--- config.mk ---
export PLATFORM = sky130hd
export DESIGN_NAME = regfile_write_arbiter_flat
export DESIGN_NICKNAME = d
export VERILOG_FILES = /design/src/rtl/regfile_write_arbiter_pkg.sv /design/src/rtl/regfile_write_arbiter_if.sv /design/src/rtl/regfile_write_arbiter_rr_arbiter.sv /design/src/rtl/regfile_write_arbiter.sv /design/src/flat_wrapper.sv
export SDC_FILE = /design/constraint.sdc
export NUM_CORES = 1
export LEC_CHECK = 0
export ABC_AREA = 1
export BUFFER_PORTS_ARGS = -buffer_cell sky130_fd_sc_hd__buf_2
export CORE_MARGIN = 1
export CORE_UTILIZATION = 50
export CTS_BUF_LIST = sky130_fd_sc_hd__clkbuf_16
export CTS_CLUSTER_SIZE = 8
export DETAILED_ROUTE_END_ITERATION = 12
export HOLD_SLACK_MARGIN = 0.15
export PLACE_DENSITY = 0.82
export SYNTH_ARGS = -nofsm -noshare
export SYNTH_HDL_FRONTEND = slang
export SYNTH_SLANG_ARGS = --single-unit
--- constraint.sdc ---
create_clock -name clk -period 3.45 [get_ports clk]
set_clock_uncertainty 0.1 [all_clocks]
set_input_delay 0.345 -clock clk [delete_from_list [all_inputs] [get_ports clk]]
set_output_delay 0.345 -clock clk [all_outputs]
set_load 0.005 [all_outputs]
--- src/rtl/regfile_write_arbiter_pkg.sv ---
// Shared register-file constants and requester-index helpers.
// Used by the write arbiter and the register file itself.
package regfile_pkg;

  localparam int unsigned ADDR_W      = 5;
  localparam int unsigned DATA_W      = 32;
  localparam int unsigned NUM_REGS    = 2 ** ADDR_W;
  localparam int unsigned DEF_NUM_REQ = 4;

  // Index width for n requesters, kept at least one bit wide.
  function automatic int unsigned idx_width(input int unsigned n);
    return (n > 1) ? $clog2(n) : 1;
  endfunction

  localparam int unsigned REQ_IDX_W = idx_width(DEF_NUM_REQ);

  typedef logic [REQ_IDX_W-1:0] req_idx_t;

endpackage

--- src/rtl/regfile_write_arbiter_if.sv ---
// Writeback requester bus, issue-stage reservation port and register-file write port 0.
// master = requesters/issue/regfile side, slave = the arbiter.
interface regfile_write_arbiter_if
  import regfile_pkg::*;
#(
  parameter int unsigned NUM_REQ = DEF_NUM_REQ
);

  logic [NUM_REQ-1:0]        req_valid;
  logic [NUM_REQ*ADDR_W-1:0] req_addr;
  logic [NUM_REQ*DATA_W-1:0] req_data;
  logic [NUM_REQ-1:0]        req_ready;

  logic                      rsv_valid;
  logic [ADDR_W-1:0]         rsv_addr;
  logic                      rsv_ready;

  logic                      rf_write_enable;
  logic [ADDR_W-1:0]         rf_write_addr;
  logic [DATA_W-1:0]         rf_write_data;

  modport master (
    output req_valid, req_addr, req_data, rsv_valid, rsv_addr,
    input  req_ready, rsv_ready, rf_write_enable, rf_write_addr, rf_write_data
  );

  modport slave (
    input  req_valid, req_addr, req_data, rsv_valid, rsv_addr,
    output req_ready, rsv_ready, rf_write_enable, rf_write_addr, rf_write_data
  );

endinterface

--- src/rtl/regfile_write_arbiter_rr_arbiter.sv ---
// Combinational round-robin arbiter: grants the first requester after ptr, wrapping.
// Shared with the read-port scheduler.
module rr_arbiter
  import regfile_pkg::*;
#(
  parameter int unsigned NUM_REQ = DEF_NUM_REQ,
  localparam int unsigned IDX_W  = idx_width(NUM_REQ)
) (
  input  logic [NUM_REQ-1:0] req,
  input  logic [IDX_W-1:0]   ptr,
  output logic [NUM_REQ-1:0] grant
);

  logic              found;
  int unsigned       idx;
  logic [IDX_W-1:0]  sel;

  always_comb begin
    grant = '0;
    found = 1'b0;
    idx   = 0;
    sel   = '0;
    for (int unsigned off = 1; off <= NUM_REQ; off++) begin
      idx = (32'(ptr) + off) % NUM_REQ;
      sel = IDX_W'(idx);
      if (!found && req[sel]) begin
        grant[sel] = 1'b1;
        found      = 1'b1;
      end
    end
  end

endmodule

--- src/rtl/regfile_write_arbiter.sv ---
// Round-robin writeback arbiter with a registered write stage feeding regfile write port 0,
// plus a per-register pending-write scoreboard used by issue for RAW/WAW stalls.
module regfile_write_arbiter
  import regfile_pkg::*;
#(
  parameter int unsigned NUM_REQ = DEF_NUM_REQ
) (
  input  logic                  clk,
  input  logic                  rst,
  input  logic                  flush,
  regfile_write_arbiter_if.slave bus,
  output logic [NUM_REGS-1:0]   pending_mask,
  output logic                  err_unreserved_write
);

  localparam int unsigned IDX_W = idx_width(NUM_REQ);

  logic [IDX_W-1:0]    ptr_q;
  logic [NUM_REQ-1:0]  grant;
  logic [NUM_REQ-1:0]  req_ready;
  logic                xfer;
  logic [IDX_W-1:0]    grant_idx;
  logic [ADDR_W-1:0]   sel_addr;
  logic [DATA_W-1:0]   sel_data;

  logic                we_q;
  logic [ADDR_W-1:0]   waddr_q;
  logic [DATA_W-1:0]   wdata_q;

  logic [NUM_REGS-1:0] pend_q, pend_d;
  logic                err_q, err_d;
  logic                rsv_ok;

  rr_arbiter #(
    .NUM_REQ (NUM_REQ)
  ) u_rr_arbiter (
    .req   (bus.req_valid),
    .ptr   (ptr_q),
    .grant (grant)
  );

  always_comb begin
    req_ready = (rst || flush) ? '0 : grant;
    xfer      = |(bus.req_valid & req_ready);
    grant_idx = '0;
    sel_addr  = '0;
    sel_data  = '0;
    for (int i = 0; i < int'(NUM_REQ); i++) begin
      if (grant[i]) begin
        grant_idx = IDX_W'(i);
        sel_addr  = bus.req_addr[i*ADDR_W +: ADDR_W];
        sel_data  = bus.req_data[i*DATA_W +: DATA_W];
      end
    end
  end

  // The commit clears its bit before a reservation may set one; same-address overlap
  // is impossible because a pending bit blocks the reservation.
  always_comb begin
    rsv_ok = bus.rsv_valid & ~pend_q[bus.rsv_addr] & ~flush & ~rst;
    pend_d = pend_q;
    err_d  = err_q;
    if (we_q) begin
      if (!pend_q[waddr_q] && !flush) begin
        err_d = 1'b1;
      end
      pend_d[waddr_q] = 1'b0;
    end
    if (rsv_ok) begin
      pend_d[bus.rsv_addr] = 1'b1;
    end
    if (flush) begin
      pend_d = '0;
    end
  end

  always_ff @(posedge clk or posedge rst) begin
    if (rst) begin
      ptr_q   <= IDX_W'(NUM_REQ - 1);
      we_q    <= 1'b0;
      waddr_q <= '0;
      wdata_q <= '0;
      pend_q  <= '0;
      err_q   <= 1'b0;
    end else begin
      we_q   <= xfer;
      pend_q <= pend_d;
      err_q  <= err_d;
      if (xfer) begin
        ptr_q   <= grant_idx;
        waddr_q <= sel_addr;
        wdata_q <= sel_data;
      end
    end
  end

  assign bus.req_ready         = req_ready;
  assign bus.rsv_ready         = rsv_ok;
  assign bus.rf_write_enable   = we_q;
  assign bus.rf_write_addr     = waddr_q;
  assign bus.rf_write_data     = wdata_q;
  assign pending_mask          = pend_q;
  assign err_unreserved_write  = err_q;

endmodule

--- src/flat_wrapper.sv ---
// flat-port wrapper written by rule: the top's interface ports become plain ports
module regfile_write_arbiter_flat import regfile_pkg::*;
#(
  parameter int unsigned NUM_REQ = DEF_NUM_REQ
)
  (clk, rst, flush, pending_mask, err_unreserved_write, bus_req_valid, bus_req_addr, bus_req_data, bus_rsv_valid, bus_rsv_addr, bus_req_ready, bus_rsv_ready, bus_rf_write_enable, bus_rf_write_addr, bus_rf_write_data);
  regfile_write_arbiter_if #(.NUM_REQ(NUM_REQ)) bus_i ();
  input  logic clk;
  input  logic rst;
  input  logic flush;
  output logic [NUM_REGS-1:0] pending_mask;
  output logic err_unreserved_write;
  input wire logic [$bits(bus_i.req_valid)-1:0] bus_req_valid;
  input wire logic [$bits(bus_i.req_addr)-1:0] bus_req_addr;
  input wire logic [$bits(bus_i.req_data)-1:0] bus_req_data;
  input wire logic [$bits(bus_i.rsv_valid)-1:0] bus_rsv_valid;
  input wire logic [$bits(bus_i.rsv_addr)-1:0] bus_rsv_addr;
  output wire logic [$bits(bus_i.req_ready)-1:0] bus_req_ready;
  output wire logic [$bits(bus_i.rsv_ready)-1:0] bus_rsv_ready;
  output wire logic [$bits(bus_i.rf_write_enable)-1:0] bus_rf_write_enable;
  output wire logic [$bits(bus_i.rf_write_addr)-1:0] bus_rf_write_addr;
  output wire logic [$bits(bus_i.rf_write_data)-1:0] bus_rf_write_data;
  assign bus_i.req_valid = bus_req_valid;
  assign bus_i.req_addr = bus_req_addr;
  assign bus_i.req_data = bus_req_data;
  assign bus_i.rsv_valid = bus_rsv_valid;
  assign bus_i.rsv_addr = bus_rsv_addr;
  assign bus_req_ready = bus_i.req_ready;
  assign bus_rsv_ready = bus_i.rsv_ready;
  assign bus_rf_write_enable = bus_i.rf_write_enable;
  assign bus_rf_write_addr = bus_i.rf_write_addr;
  assign bus_rf_write_data = bus_i.rf_write_data;
  regfile_write_arbiter #(.NUM_REQ(NUM_REQ)) u_core (.clk(clk), .rst(rst), .flush(flush), .bus(bus_i), .pending_mask(pending_mask), .err_unreserved_write(err_unreserved_write));
endmodule
======== After elaboration in Yosys (flattened, before gate mapping) ========
Cells that the tools add are included.
cells by class
  add/subtract/negate cells ............... 4
  order comparisons ....................... 12
  mux-type cells .......................... 46
  bitwise logic cells ..................... 13
  reductions and logical operators ........ 18
operator list
  operator             number
  $mux 32              7
  $and 32x32->32       1
  $not 32->32          1
  $or 32x32->32        1
  $mux 4               5
  $mux 5               4
  $mux 1               16
  $lt 2x3->1 const B   4
  $lt 5x6->1 const B   2
  $or 4x4->4           3
  $bmux 1 s5           2
  $demux 1 s5          2
  $ge 5x1->1 const B   2
  $logic_and 1x1->1    10
  $bmux 1 s2           4
  $demux 1 s2          4
  $ge 2x1->1 const B   4
  $logic_not 1->1      5
  $add 2x1->2 const B  2
  $add 2x2->2 const B  2
  $and 4x4->4          1
  $mux 2               2
  $reduce_or 4->1      1
  $and 1x1->1          3
  3 further kinds      5
word-level totals
  register bits after elaboration ......... 73
  input port bits ......................... 161
  output and inout port bits .............. 76
  logic and storage cells ................. 99

======== Depth between registers and ports, before layout ========
  depth after elaboration ................. 17
  gate-level depth with buffers ........... 18
  mapped depth without buffers ............ 16

======== Modules after synthesis ========
Synthesis repeated with hierarchy kept, for this count alone.
unflattened totals
  cells, all modules ...................... 879
  area total of the unflattened synthesis .. 5799.3 µm²
modules (own cells, without submodules)
  module                 times used  cells an instance  area an instance (µm²)  seq. area each (µm²)
  regfile_write_arbiter  1           804                5377.7                  1829.3
  rr_arbiter             1           75                 421.7                   0.0

======== Worst setup path after synthesis ========
Ideal clock, no wire load.
  path kind ............................... reg2out
  start point ............................. register u_core.ptr_q[0]
  end point ............................... output bus_req_ready[3]
  arrival time ............................ 2239 ps
  data required time ...................... 3005 ps
  setup slack ............................. 766 ps
  stages on the path, launching flop included .. 14
  buffers on the path ..................... 2
  path through ............................ dfstp_2 > inv_2 > ha_1 > inv_1 > nand3_4 > nand2_4 > nand2_2 > nor2_4 > nand2_1 > nand3b_4 > inv_2 > buf_2 > buf_2 > nor2_1
on the way
  word-level cells in the longest chain between the ends .. 14
  elaborated cells between the ends (all ways) .. 49
ends and longest elaborated chain
  element                                                              line                                    source
  start, declared                                                      regfile_write_arbiter.sv:18             logic [IDX_W-1:0] ptr_q;
  start signal, assigned                                               regfile_write_arbiter.sv:79             ptr_q <= IDX_W'(NUM_REQ - 1);
  start signal, assigned                                               regfile_write_arbiter.sv:90             ptr_q <= grant_idx;
  parallel branches: the longest is 12 deep, another holds $lt 2x3->1  -
  $mux 4 (*)                                                           regfile_write_arbiter_rr_arbiter.sv:26  if (!found && req[sel]) begin
  $mux 4 (*)                                                           regfile_write_arbiter.sv:43             req_ready = (rst || flush) ? '0 : grant;
  end, declared                                                        flat_wrapper.sv:18                      output wire logic [$bits(bus_i.req_ready)-1:0] bus_req_ready;
Every way passes the cells marked *. The select of a mux whose other input is x is not followed.

======== Worst setup path in the final report ========
  start point ............................. register u_core.ptr_q[0]
  end point ............................... output bus_req_ready[1]
Same word-level chain as after synthesis.

==> impl_results.md <==
- Post-synth EDFFs: 0
- Largest net degree at the start of global routing: 58
- Worst setup SP type: register
- Status: finished, final reports clean
- VDD IR max: 0.565 mV
- Crit Path Class: reg -> out
- Yosys cell types: 32
- Worst-Margin Slew: 1010 ps
- Crit path DAT: 2830 ps
- Worst hold path class: in -> async
- Detailed-route DRC error count: 0
- Global Route Usage Sum: 34.3%
- Cell Area, Synth: 5900 um^2
- Initial Util: 51.4%
- Place WS: 371 ps
- Initial antenna violation count: 0
- CTS root buf: clkbuf_16
- Core area: 11500 um^2
- Post-synthesis register bit count: 73
- Grt total ovfl: 0
- CP required: 3000 ps
- Post-CTS Setup Inserts: 0
- RSZ-0062 raised after global routing: true
- Most frequent CP cell: nand2_1
- Crit. End Element: primary output
- Post-layout nets: 1362
- Final setup violation count: 0
- Die Ht: 111 um
- Num rows: 39
- Final worst slack: 175 ps
- CTS tree: done
- GPL Wtd Cong: 0.982
- Number of failing hold endpoints at the final stage: 0
- Critical path peak fanout: 38
- GR Util met1: 44.1%
- Syn_nets: 1147
- Global-route wire length before repair: 34200 um
- Avg Synthesized Cell Area: 6.03 um^2
- WL per Instance: 15.4 um
- Grt met3 use: 6.81%
- Initial DRT Pass Iterations: 6
- Max Slew Vio Count: 0
- Pleak: 4.33 nW
- Detailed Place HPWL: 14600 um
- # Max-Cap Violations: 0
- Register area share after synthesis: 31.0%
- Die ar.: 12200 um^2
- Number of global-route vias before repair: 7202
- Vias per cell: 5.52
- M2 GR Usage: 55.2%
- PortBufs: 236
- CTS Buf Count: 9
- Final Cell Area: 7520 um^2
- Overall Power: 5.97 mW
- Fraction of layout cells with a size suffix above 1: 24.5%
- Worst R2R Setup Slack: 280 ps
- Most frequent cells in the layout: nand2_1 (322), buf_2 (236), nand3_1 (128), inv_1 (123), a21oi_1 (101)
- H-tree lvl count: 3
- Final period utilization: 94.9%
- Fillers: 1061
- Commonest non-fill, non-tap cell in the layout: nand2_1
- 1st-iter DRT viols: 796
- Critical path cell sequence: inv_2 -> ha_1 -> inv_1 -> nand3_1 -> o21ai_1 -> nand2_1 -> nor2_4 -> nand2_1 -> buf_6 -> a21oi_1 -> buf_2
- Async set or reset register ratio after synthesis: 100%
- P&R area growth vs syn: 27.5%
- Ys Warns: 0
- Routed WL: 20700 um
- Die width: 111 um
- Vias: 7399
- Top Ports: 237
- Slew headroom: 32.4%
- Antenna Violating Nets Remaining: 0
- GRT Max-Usage Layer: met2
- Utilization after layout: 65.6%
- Min Tclk post-route: 3270 ps
- Slowest stage cell, crit path: dfstp_2
- PwrDens: 794 nW/um^2
- Area of the multi-input gates: 3320 um^2
- Max Buffers Root-to-Sink: 2
- Max incr delay on CP: 640 ps
- Register area: 1830 um^2
- F_max: 0.305 GHz
- Sink Count: 73
- Clk_lat worst skew: 340 ps
- Setup tns final: 0 ps
- Main synth FF type: dfrtp_1
- Cells after Synth: 978
- Number of diodes: 0
- Area after DPL: 7180 um^2
- Clk pin slew, worst setup/hold paths: 60 ps
## per-layer routing
metal | up-vias | part of all wire [%]
met5 | - | 0
met2 | 498 | 46
met1 | 3283 | 39
li1 | 3541 | -
met3 | 77 | 11
met4 | 0 | 4.1
## worst max-delay path, delay by kind of cell (launching register included)
kind	cells	cell delay, ps
buffers and inverters	4	660
DFF	1	640
and+or+nand+nor	4	500
adders and majority gates	1	370
AOI/OAI and AO/OA	2	310
## path summary, 6_finish.rpt
| kind | start | cells past startpoint | to |
|---|---|---|---|
| hold / removal | rst | 2 | u_core.pending_mask[3] |
| setup / recovery | u_core.ptr_q[0] | 11 | bus_req_ready[1] |
| max in group asynchronous | rst | 3 | u_core.pending_mask[17] |
| hold reg to reg | u_core.bus.rf_write_data[2] | 2 | u_core.bus.rf_write_data[2] |
| min in group clk | bus_req_data[74] | 7 | u_core.bus.rf_write_data[10] |
| setup reg to reg | u_core.ptr_q[0] | 16 | u_core.bus.rf_write_data[29] |
## Yosys cell counts (4+ instances only)
| cell type | n | area share [%] |
|---|---|---|
| nand2_1 | 322 | 21 |
| nand3_1 | 128 | 11 |
| inv_1 | 124 | 7.9 |
| a21oi_1 | 101 | 8.6 |
| nor2_1 | 92 | 5.9 |
| dfrtp_1 | 71 | 30 |
| buf_2 | 30 | 2.5 |
| nor3_1 | 17 | 1.4 |
| o22ai_1 | 14 | 1.5 |
| clkbuf_1 | 13 | 0.83 |
| o21ai_0 | 10 | 0.85 |
| ha_1 | 8 | 1.7 |
| a22oi_1 | 7 | 0.89 |
| o221ai_1 | 7 | 1.0 |
| buf_4 | 5 | 0.64 |
| inv_2 | 4 | 0.25 |
## power breakdown
group | leakage (nW) | internal, mW | total (mW) | switching [mW]
Clock | 0.155 | 0.633 | 1.02 | 0.384
Combinational | 3.20 | 1.22 | 3.75 | 2.53
Sequential | 0.975 | 1.04 | 1.20 | 0.154
## state kept, by name (all words and copies together), names as in the netlist
| signal | count |
|---|---|
| u_core.err_unreserved_write | 1 |
| u_core.bus.rf_write_addr | 5 |
| u_core.bus.rf_write_enable | 1 |
| u_core.bus.rf_write_data | 32 |
| u_core.pending_mask | 32 |
| u_core.ptr_q | 2 |
## through the flow
step / hold slack [ps] / cells
finish: 126 / 1341
detailed placement: 360 / 1325
CTS: 158 / 1341
global route: 206 / 1341
floorplan: 351 / 978
global placement: 345 / 1325
## cells by family after synthesis
kind of cell    after synthesis  synth area share, %
compound gates              145                 13.6
flops                        73                 31.0
fa+ha+maj                     8                 1.70
buf+inv                     182                 12.9
simple gates                570                 40.7
## layout make-up
| cell class | instances | share of cell area, % |
|---|---|---|
| repair buffers | 256 | 18.4 |
| flip-flops and latches | 73 | 24.3 |
| multi-input cells | 723 | 44.2 |
| clock buffers | 9 | 3.00 |
| inverters | 130 | 6.51 |
| well taps | 143 | 2.38 |
| clock inverters | 7 | 1.26 |
## timing repair
action / in CTS / in global routing
gates resized for setup: 0 / 5
endpoints found under the setup margin: 0 / 3
hold buffers: 0 / 0
(Power assumes the default switching activity.)
